## src/rtl/i2c_byte_ctrl.sv

```systemverilog
// -----------------------------------------------------------------------------
// i2c_byte_ctrl
//   Byte-level command sequencer sitting directly above the I2C bit PHY.
//   Takes one byte command (optional START, WRITE or READ, ACK phase, optional
//   STOP), breaks it into single-bit PHY commands, shifts data MSB-first and
//   returns the received byte plus the slave ACK bit.
//
// Optional feature (compile-time macro): I2C_BYTE_CMD_TIMEOUT_EN
//   Adds a bit-ack watchdog (to_limit_i / timeout_o ports, TO_W parameter).
//   A stalled PHY command is aborted like an arbitration loss.
//
// Ports
//   clk, rst        core clock, asynchronous active-high reset
//   ena_i           enable; no new command accepted while low
//   start_i/stop_i  generate (repeated) START before / STOP after the byte
//   read_i/write_i  byte direction (write wins when both are set)
//   ack_in_i        ACK bit sent after a read (0 = ACK, 1 = NACK)
//   din_i           byte to write
//   cmd_ack_o       one-cycle pulse when the byte command completes
//   ack_out_o       ACK bit sampled from the slave after a write
//   dout_o          received byte
//   i2c_al_o        one-cycle pulse on arbitration loss
//   busy_o          high while a command is in progress
//   to_limit_i      watchdog limit in clk cycles, 0 disables (macro only)
//   timeout_o       one-cycle pulse on watchdog expiry (macro only)
//   bit_cmd_o       PHY command: 0 NOP, 1 START, 2 STOP, 4 WRITE, 8 READ
//   bit_cmd_ack_i   PHY completion pulse
//   bit_al_i        PHY arbitration-lost indication
//   bit_din_o       bit transmitted with WRITE
//   bit_dout_i      bit received, valid on bit_cmd_ack_i of READ
// -----------------------------------------------------------------------------
module i2c_byte_ctrl #(
  parameter int CMD_W = 4
`ifdef I2C_BYTE_CMD_TIMEOUT_EN
  ,
  parameter int TO_W  = 16
`endif
) (
  input  logic             clk,
  input  logic             rst,
  input  logic             ena_i,
  input  logic             start_i,
  input  logic             stop_i,
  input  logic             read_i,
  input  logic             write_i,
  input  logic             ack_in_i,
  input  logic [7:0]       din_i,
  output logic             cmd_ack_o,
  output logic             ack_out_o,
  output logic [7:0]       dout_o,
  output logic             i2c_al_o,
  output logic             busy_o,
`ifdef I2C_BYTE_CMD_TIMEOUT_EN
  input  logic [TO_W-1:0]  to_limit_i,
  output logic             timeout_o,
`endif
  output logic [CMD_W-1:0] bit_cmd_o,
  input  logic             bit_cmd_ack_i,
  input  logic             bit_al_i,
  output logic             bit_din_o,
  input  logic             bit_dout_i
);

  localparam logic [CMD_W-1:0] CMD_NOP   = CMD_W'(0);
  localparam logic [CMD_W-1:0] CMD_START = CMD_W'(1);
  localparam logic [CMD_W-1:0] CMD_STOP  = CMD_W'(2);
  localparam logic [CMD_W-1:0] CMD_WRITE = CMD_W'(4);
  localparam logic [CMD_W-1:0] CMD_READ  = CMD_W'(8);

  typedef enum logic [2:0] {ST_IDLE, ST_START, ST_BIT, ST_ACK, ST_STOP} state_e;

  state_e           state_q, state_d;
  logic             stop_q, stop_d;
  logic             read_q, read_d;
  logic             write_q, write_d;
  logic             ack_in_q, ack_in_d;
  logic [7:0]       sr_q, sr_d;
  logic [2:0]       cnt_q, cnt_d;
  logic [CMD_W-1:0] bit_cmd_q, bit_cmd_d;
  logic             bit_din_q, bit_din_d;
  logic             cmd_ack_q, cmd_ack_d;
  logic             ack_out_q, ack_out_d;
  logic [7:0]       dout_q, dout_d;
  logic             al_q, al_d;
  logic             to_hit;

  always_comb begin
    // NOTE: every variable gets a default before any branch so no path
    // leaves one unassigned, which would otherwise infer a latch.
    state_d   = state_q;
    stop_d    = stop_q;
    read_d    = read_q;
    write_d   = write_q;
    ack_in_d  = ack_in_q;
    sr_d      = sr_q;
    cnt_d     = cnt_q;
    bit_cmd_d = bit_cmd_q;
    bit_din_d = bit_din_q;
    cmd_ack_d = 1'b0;
    ack_out_d = ack_out_q;
    dout_d    = dout_q;
    al_d      = 1'b0;

    if (state_q == ST_IDLE) begin
      if (ena_i && (start_i || stop_i || read_i || write_i)) begin
        stop_d   = stop_i;
        write_d  = write_i;
        read_d   = read_i & ~write_i;
        ack_in_d = ack_in_i;
        sr_d     = din_i;
        cnt_d    = 3'd7;
        if (start_i) begin
          state_d   = ST_START;
          bit_cmd_d = CMD_START;
        end else if (read_i || write_i) begin
          state_d   = ST_BIT;
          bit_cmd_d = write_i ? CMD_WRITE : CMD_READ;
          bit_din_d = din_i[7];
        end else begin
          state_d   = ST_STOP;
          bit_cmd_d = CMD_STOP;
        end
      end
    end else if (bit_al_i || to_hit) begin
      // Abort: arbitration loss outranks a same-cycle ack or watchdog hit.
      state_d   = ST_IDLE;
      bit_cmd_d = CMD_NOP;
      bit_din_d = 1'b0;
      al_d      = bit_al_i;
    end else if (bit_cmd_ack_i) begin
      // The next PHY command is loaded on the ack so there is no NOP gap.
      unique case (state_q)
        ST_START: begin
          if (read_q || write_q) begin
            state_d   = ST_BIT;
            bit_cmd_d = write_q ? CMD_WRITE : CMD_READ;
            bit_din_d = sr_q[7];
          end else if (stop_q) begin
            state_d   = ST_STOP;
            bit_cmd_d = CMD_STOP;
          end else begin
            state_d   = ST_IDLE;
            bit_cmd_d = CMD_NOP;
            cmd_ack_d = 1'b1;
          end
        end
        ST_BIT: begin
          sr_d  = {sr_q[6:0], bit_dout_i};
          cnt_d = cnt_q - 3'd1;
          if (cnt_q == 3'd0) begin
            // ACK phase runs opposite to the data direction.
            state_d   = ST_ACK;
            bit_cmd_d = write_q ? CMD_READ : CMD_WRITE;
            bit_din_d = write_q ? 1'b1 : ack_in_q;
          end else begin
            bit_din_d = sr_q[6];
          end
        end
        ST_ACK: begin
          if (write_q) ack_out_d = bit_dout_i;
          else         dout_d    = sr_q;
          if (stop_q) begin
            state_d   = ST_STOP;
            bit_cmd_d = CMD_STOP;
          end else begin
            state_d   = ST_IDLE;
            bit_cmd_d = CMD_NOP;
            cmd_ack_d = 1'b1;
          end
        end
        ST_STOP: begin
          state_d   = ST_IDLE;
          bit_cmd_d = CMD_NOP;
          cmd_ack_d = 1'b1;
        end
        default: begin
          state_d   = ST_IDLE;
          bit_cmd_d = CMD_NOP;
        end
      endcase
    end
  end

`ifdef I2C_BYTE_CMD_TIMEOUT_EN
  logic [TO_W-1:0] to_cnt_q, to_cnt_inc;
  logic            timeout_q;

  assign to_cnt_inc = to_cnt_q + TO_W'(1);
  // Fires on the cycle the counter would reach the limit, so the pulse lands
  // exactly to_limit cycles after the stalled command appeared.
  assign to_hit = (to_limit_i != '0) && (bit_cmd_q != CMD_NOP) &&
                  !bit_cmd_ack_i && (to_cnt_inc == to_limit_i);

  always_ff @(posedge clk or posedge rst) begin
    if (rst) begin
      to_cnt_q  <= '0;
      timeout_q <= 1'b0;
    end else begin
      timeout_q <= to_hit && !bit_al_i;
      if (bit_cmd_ack_i || (bit_cmd_d != bit_cmd_q)) to_cnt_q <= '0;
      else if (bit_cmd_q != CMD_NOP)                 to_cnt_q <= to_cnt_inc;
    end
  end

  assign timeout_o = timeout_q;
`else
  assign to_hit = 1'b0;
`endif

  always_ff @(posedge clk or posedge rst) begin
    if (rst) begin
      state_q   <= ST_IDLE;
      stop_q    <= 1'b0;
      read_q    <= 1'b0;
      write_q   <= 1'b0;
      ack_in_q  <= 1'b0;
      sr_q      <= 8'h00;
      cnt_q     <= 3'd0;
      bit_cmd_q <= CMD_NOP;
      bit_din_q <= 1'b0;
      cmd_ack_q <= 1'b0;
      ack_out_q <= 1'b0;
      dout_q    <= 8'h00;
      al_q      <= 1'b0;
    end else begin
      // NOTE: non-blocking assignments so every register samples the values
      // from before this edge, independent of statement order.
      state_q   <= state_d;
      stop_q    <= stop_d;
      read_q    <= read_d;
      write_q   <= write_d;
      ack_in_q  <= ack_in_d;
      sr_q      <= sr_d;
      cnt_q     <= cnt_d;
      bit_cmd_q <= bit_cmd_d;
      bit_din_q <= bit_din_d;
      cmd_ack_q <= cmd_ack_d;
      ack_out_q <= ack_out_d;
      dout_q    <= dout_d;
      al_q      <= al_d;
    end
  end

  assign busy_o    = (state_q != ST_IDLE);
  assign cmd_ack_o = cmd_ack_q;
  assign ack_out_o = ack_out_q;
  assign dout_o    = dout_q;
  assign i2c_al_o  = al_q;
  assign bit_cmd_o = bit_cmd_q;
  assign bit_din_o = bit_din_q;

endmodule
```

## config.mk

```make
export PLATFORM = sky130hd
export DESIGN_NAME = i2c_byte_ctrl
export DESIGN_NICKNAME = d
export VERILOG_FILES = /design/src/rtl/i2c_byte_ctrl.sv
export SDC_FILE = /design/constraint.sdc
export NUM_CORES = 1
export LEC_CHECK = 0
export CAP_MARGIN = 10
export CORE_AREA = 2 2 63 89
export CTS_BUF_LIST = sky130_fd_sc_hd__clkbuf_8
export DETAILED_ROUTE_END_ITERATION = 8
export DIE_AREA = 0 0 65 91
export DONT_BUFFER_PORTS = 1
export GPL_TIMING_DRIVEN = 1
export PLACE_DENSITY = 0.49
export SYNTH_ARGS = -nofsm -noshare
export SYNTH_HDL_FRONTEND = slang
export SYNTH_SLANG_ARGS = --single-unit
export TNS_END_PERCENT = 5
```

## constraint.sdc

```tcl
create_clock -name clk -period 5.6 [get_ports clk]
set_clock_uncertainty 0.2 [all_clocks]
set_input_delay 1.12 -clock clk [delete_from_list [all_inputs] [get_ports clk]]
set_output_delay 1.12 -clock clk [all_outputs]
set_load 0.01 [all_outputs]
```

# Yosys cells after proc, flatten, opt, wreduce, memory -nomap -nowiden
# Index checks and enable logic that the tools add are counted.
# totals
reg_bits,34
in_bits,19
out_inout_bits,17
# op_classes
add_sub_neg,1
eq_ne,10
muxes,51
bitwise_logic,5
n_reduce_logical,19
# op_table
operator,count
$mux W4,11
$mux W3,14
$mux W8,5
$mux W1,16
$pmux W4 S3,1
$reduce_and A5 Y1,2
$pmux W3 S3,1
$ne A4 B4 Y1 const B,2
$eq A3 B2 Y1 const B,2
$logic_not A3 Y1,2
$ne A2 B1 Y1 const B,3
$reduce_and A6 Y1,1
$reduce_bool A3 Y1,2
$logic_or A1 B1 Y1,5
$not A1 Y1,4
$reduce_and A4 Y1,1
$reduce_bool A2 Y1,2
$reduce_bool A4 Y1,1
$eq A3 B1 Y1 const B,1
$eq A3 B3 Y1 const B,1
$pmux W1 S3,1
$reduce_and A3 Y1,1
$sub A3 B1 Y3 const B,1
$mux W2,1
other kinds (5),5

# Logic depth before layout (Yosys ltp)
# depth
ltp_word,6
mapped_depth,8
ltp_nobuf,6

# Worst setup path before layout
# OpenSTA, ideal clock, no wires.
# synth_path
kind,input to register
startpoint,in write_i
endpoint,"reg bit_cmd_q[1], in the netlist bit_cmd_o[1]"
arrival_time_ps,2228
required_ps,5275
path_slack_ps,3048
cell_stages,4
path_buffers,0
path_cell_list,o41ai_4 nor2_4 o22ai_4 mux2_2
# synth_via
elab_chain_len,5
# synth_lines
item,line_no,rtl
from (decl),45,"input logic write_i,"
$logic_or A1 B1 Y1,115,end else if (read_i || write_i) begin
$mux W4,115,
$mux W4,112,if (start_i) begin
$mux W4,105,if (ena_i && (start_i || stop_i || read_i || write_i)) begin
$mux W4,104,if (state_q == ST_IDLE) begin
to (signal assigned),235,bit_cmd_q <= bit_cmd_d;
to (decl),79,"logic [CMD_W-1:0] bit_cmd_q, bit_cmd_d;"
# Parallel ways exist; a longest one is shown, timed or not. The select of a mux whose other input is x is not followed.
# A chain may end at the register's enable or synchronous reset.

==> tab_implementation.tex <==
\begin{tabular}{lr}
\hline
Metric & Value \\
\hline
\multicolumn{2}{l}{\textbf{Yosys}} \\
\quad Total of flip-flops plus latches after synthesis & 33 \\
\quad Mean area per synthesized cell & $\sim$11 µm² \\
\quad XOR/XNOR share of the synthesized area & 0 \\
\quad Synthesis Warnings & 0 \\
\quad Synth unique cells & 43 \\
\quad Combinational family with the most area after synthesis & multiplexers \\
\quad Area of the mapped netlist & between 0.0015 and 0.002 mm² \\
\quad Synthesized-area fraction occupied by and/or/nand/nor cells & 0.147 \\
\quad Post-Synthesis Net Count & 172 \\
\quad Gate count of the mapped netlist & 151 \\
\quad Fraction of the mapped netlist area in compound gates & 0.146 \\
\quad Multiplexer fraction of the synthesized cell area & 0.162 \\
\quad Post-synthesis share of cell area spent on full adders, half adders and majority gates & 0.0145 \\
\quad Register area share after synthesis & 0.477 \\
\multicolumn{2}{l}{\textbf{Clock network}} \\
\quad Quantity of gates resized following cts & 0 \\
\quad TritonCTS clock tree & built \\
\quad Number of buffers added by the clock tree synthesis step & 5 \\
\quad Number of levels in the clock H-tree & 2 \\
\quad Clock slew at the register clock pins of the worst setup and hold paths & roughly 0.07 ns \\
\quad Cell at the root of the clock tree & sky130\_fd\_sc\_hd\_\_clkbuf\_8 \\
\quad Clock latency of the later-clocked register in the worst-skew pair & between 0.2 and 0.3 ns \\
\quad Post-cts hold buffer count & 0 \\
\quad Postcts setup bufs & 0 \\
\quad Count of clock tree sinks & 33 \\
\quad Clock Path Buffers & 2 \\
\multicolumn{2}{l}{\textbf{Placed design}} \\
\quad \# port buffers & 0 \\
\quad HPWL Detailed & about 2700 µm \\
\quad Final Wtd Congestion & $\sim$0.8 \\
\quad Placement Cell Area & between 0.0015 and 0.002 mm² \\
\multicolumn{2}{l}{\textbf{Global routing}} \\
\quad Aggregate global routing overflow & 0 \\
\quad First-pass GRT wire length & $\sim$6400 µm \\
\quad Routing usage on met1 & 0.169 \\
\quad Met2 Usage GRT & 0.233 \\
\quad Vias in the first global route & between 1,000 and 1,500 \\
\quad Initial antenna violation count & 0 \\
\quad Maximum number of pins on one net before global-route repair & 34 \\
\quad GRT Resource Usage Total & 0.141 \\
\quad Busiest metal layer after global routing & met2 \\
\quad GRT met3 Usage & 0.0545 \\
\multicolumn{2}{l}{\textbf{Die}} \\
\quad Die Wd & between 60 and 70 µm \\
\quad Die footprint & about 0.0059 mm² \\
\quad Starting density of the core & 0.341 \\
\quad I/O pin cnt & 36 \\
\quad Core area & 0.00508 mm² \\
\quad Vertical die dimension & 91 µm \\
\quad Std cell rows & 31 \\
\multicolumn{2}{l}{\textbf{Timing}} \\
\quad Unrepaired setup endpoints after global routing & no \\
\quad Final setup violation count & 0 \\
\quad Transition time at the pin with the least slew margin & approximately 0.73 ns \\
\quad Max Fclk & 320 MHz \\
\quad Worst slew margin & 0.510 \\
\quad Final hold vios & 0 \\
\quad Time the final worst path needs with I/O delays and setup & $\sim$3.1 ns \\
\quad Setup TNS Final & 0 ns \\
\quad Max-slew violation count & 0 \\
\quad Crit share post-route & 0.558 \\
\multicolumn{2}{l}{\textbf{Power and ir drop}} \\
\quad Combinational power share & 0.361 \\
\quad Internal cell power & around 590 µW \\
\quad Sw Share & 0.395 \\
\quad Power density cells & about 530 mW/mm² \\
\quad Reported net switching power & about 380 µW \\
\quad Peak supply drop & 215 µV \\
\quad Clock network fraction of total power & 0.184 \\
\quad Sequential fraction of design power & 0.454 \\
\quad Standby leakage power & approximately 0.00084 µW \\
\multicolumn{2}{l}{\textbf{Worst setup path}} \\
\quad Worst setup path class & reg2out \\
\quad Arrival time of data at the critical path endpoint & around 1.8 ns \\
\quad Critical path buffers and inverters & 1 \\
\quad Highest cell delay on the worst timing path & $\sim$0.7 ns \\
\quad Highest net fanout along the worst path & 13 \\
\quad Cell chain of the critical path & nor3\_4 -> inv\_2 \\
\quad Cell at the slowest stage of the critical path & sky130\_fd\_sc\_hd\_\_nor3\_4 \\
\quad Kind of start point of the critical path & flip-flop \\
\quad Data required time of the worst path & 4.28 ns \\
\quad Sort of element at the end of the critical path & output pin \\
\quad Worst path top cell family by delay & simple AND/OR/NAND/NOR gates \\
\multicolumn{2}{l}{\textbf{Worst hold path}} \\
\quad Class of the worst hold path & reg2reg \\
\multicolumn{2}{l}{\textbf{Drt}} \\
\quad Routed via count divided by cell count & approximately 5.3 \\
\quad Residual antenna-violating net count after detailed routing & 0 \\
\quad Via count & 1,153 \\
\quad Pre-Repair DR Iteration Count & 4 \\
\quad Sum of routed wire length over all layers & between 3000 and 4000 µm \\
\quad Drt initial violations & 73 \\
\quad WL/cell & 17.2 µm \\
\quad Post-route DRC & 0 \\
\multicolumn{2}{l}{\textbf{Cells and area}} \\
\quad Final instance area & approximately 0.0018 mm² \\
\quad NumNets Final & 171 \\
\quad Utilization after layout & 0.363 \\
\quad Area growth from synthesis to final layout & 6.58\% \\
\quad Commonest non-fill, non-tap cell in the layout & sky130\_fd\_sc\_hd\_\_dfrtp\_1 \\
\quad Most used cells in the layout excluding fill and tap cells & sky130\_fd\_sc\_hd\_\_dfrtp\_1, sky130\_fd\_sc\_hd\_\_nand2\_1, sky130\_fd\_sc\_hd\_\_mux2\_2 \\
\quad ANT cells & 0 \\
\quad Share of final-layout standard cells stronger than drive strength 1 & 0.213 \\
\multicolumn{2}{l}{\textbf{Run status}} \\
\quad Run status & complete, no violations \\
\multicolumn{2}{l}{\textbf{Run}} \\
\quad Maxcap violations & 0 \\
\hline
\end{tabular}
==> cell usage after synthesis <==
library cell,n,area [µm²]
sky130_fd_sc_hd__a32o_1,2,20.0
sky130_fd_sc_hd__nor3_4,1,16.3
sky130_fd_sc_hd__buf_6,3,33.8
sky130_fd_sc_hd__o21ai_1,1,5.00
sky130_fd_sc_hd__nand4_1,1,6.26
sky130_fd_sc_hd__mux2i_1,10,100
sky130_fd_sc_hd__mux2_1,1,11.3
sky130_fd_sc_hd__clkbuf_1,3,11.3
sky130_fd_sc_hd__inv_2,2,7.51
sky130_fd_sc_hd__o31ai_1,1,7.51
sky130_fd_sc_hd__ha_1,2,25.0
sky130_fd_sc_hd__o2bb2a_4,1,20.0
sky130_fd_sc_hd__a22o_1,1,8.76
sky130_fd_sc_hd__buf_2,2,10.0
sky130_fd_sc_hd__dfrtp_1,33,826
sky130_fd_sc_hd__o21bai_1,1,7.51
sky130_fd_sc_hd__nand4b_2,1,15.0
sky130_fd_sc_hd__o32a_1,1,10.0
sky130_fd_sc_hd__o22ai_1,1,6.26
sky130_fd_sc_hd__a21oi_1,2,10.0
sky130_fd_sc_hd__nor2b_1,1,6.26
sky130_fd_sc_hd__inv_1,6,22.5
sky130_fd_sc_hd__nor2_1,8,30.0
sky130_fd_sc_hd__a221o_1,1,10.0
sky130_fd_sc_hd__o41ai_4,1,27.5
sky130_fd_sc_hd__and3_1,1,6.26
sky130_fd_sc_hd__and2_1,2,12.5
sky130_fd_sc_hd__nor4b_2,1,15.0
sky130_fd_sc_hd__a22oi_1,1,7.51
sky130_fd_sc_hd__buf_4,1,7.51
sky130_fd_sc_hd__nand2b_1,2,12.5
sky130_fd_sc_hd__a2111oi_0,1,8.76
sky130_fd_sc_hd__nand3b_1,2,15.0
sky130_fd_sc_hd__nor3b_1,1,7.51
sky130_fd_sc_hd__nor4b_4,1,23.8
sky130_fd_sc_hd__o22ai_4,1,20.0
sky130_fd_sc_hd__mux2_2,15,169
sky130_fd_sc_hd__nand3_1,4,20.0
sky130_fd_sc_hd__nand2_1,15,56.3
sky130_fd_sc_hd__o32ai_1,1,8.76
sky130_fd_sc_hd__o21ai_0,12,60.1
sky130_fd_sc_hd__o211ai_1,2,15.0
sky130_fd_sc_hd__nor2_4,1,11.3
==> final timing paths <==
path                              start           end  slack, ns  depth (start not counted)
max reg2reg                bit_cmd_o[1]     bit_din_o       3.04                          5
min reg2reg                    cnt_q[2]      cnt_q[2]       0.29                          1
max                        bit_cmd_o[1]        busy_o       2.48                          2
min                            cnt_q[2]      cnt_q[2]       0.29                          1
min in group asynchronous           rst     cmd_ack_o       0.62                          2
max in group asynchronous           rst  bit_cmd_o[3]       4.26                          2
==> kinds of logic (layout without fill, tap and decap cells) <==
| family | count (synthesis) | after routing |
|---|---|---|
| muxes | 26 | 26 |
| adders and majority gates | 2 | 2 |
| AOI/OAI and AO/OA | 31 | 31 |
| DFF | 33 | 33 |
| buffers and inverters | 17 | 16 |
| and+or+nand+nor | 42 | 42 |
==> power by group through the flow <==
stage                     Combinational (µW)  Sequential, µW  Clock (µW)
after floorplan                          356             392           0
after global placement                   349             444           0
after detailed placement                 354             447           0
after CTS                                355             445         188
after global routing                     394             459         197
final                                    352             442         180
==> sequential cells by signal (all words and copies together), names as in the netlist, 2 cells and up <==
signal,flops
dout_o,8
sr_q,8
bit_cmd_o,4
cnt_q,3
state_q,2
==> metrics by stage <==
step                      power (µW)  cells  hold WS (ns)  setup slack [ns]
final                            974    216         0.294              2.48
after global routing            1050    216         0.325              2.33
after CTS                        988    216         0.296              2.46
after detailed placement         801    209         0.289              2.79
after global placement           793    209         0.288              2.83
after floorplan                  748    151         0.253              3.05
==> area by class of cell <==
cell class / instances / area (µm²)
Fill cell: 498 / 3240
Clock inverter: 1 / 3.75
Multi-Input combinational cell: 101 / 812
Clock buffer: 6 / 82.6
Timing Repair Buffer: 1 / 7.51
Inverter: 8 / 30.0
Sequential cell: 33 / 826
Tap cell: 66 / 82.6
==> worst register-to-register path, cell delays in order (launching register included) <==
cell,delay [ns]
sky130_fd_sc_hd__dfrtp_1,0.56
sky130_fd_sc_hd__nor3_4,0.71
sky130_fd_sc_hd__inv_2,0.26
sky130_fd_sc_hd__nor4b_2,0.28
sky130_fd_sc_hd__o22ai_1,0.13
sky130_fd_sc_hd__mux2_1,0.32
==> routing by layer <==
metal  wire length [µm]  part of all wire  vias up
met5                  0                 0        -
met4                 21            0.0057        0
met3                291             0.078        2
met2               1960              0.53       40
met1               1440              0.39      569
li1                   -                 -      542
(Power assumes the default switching activity.)
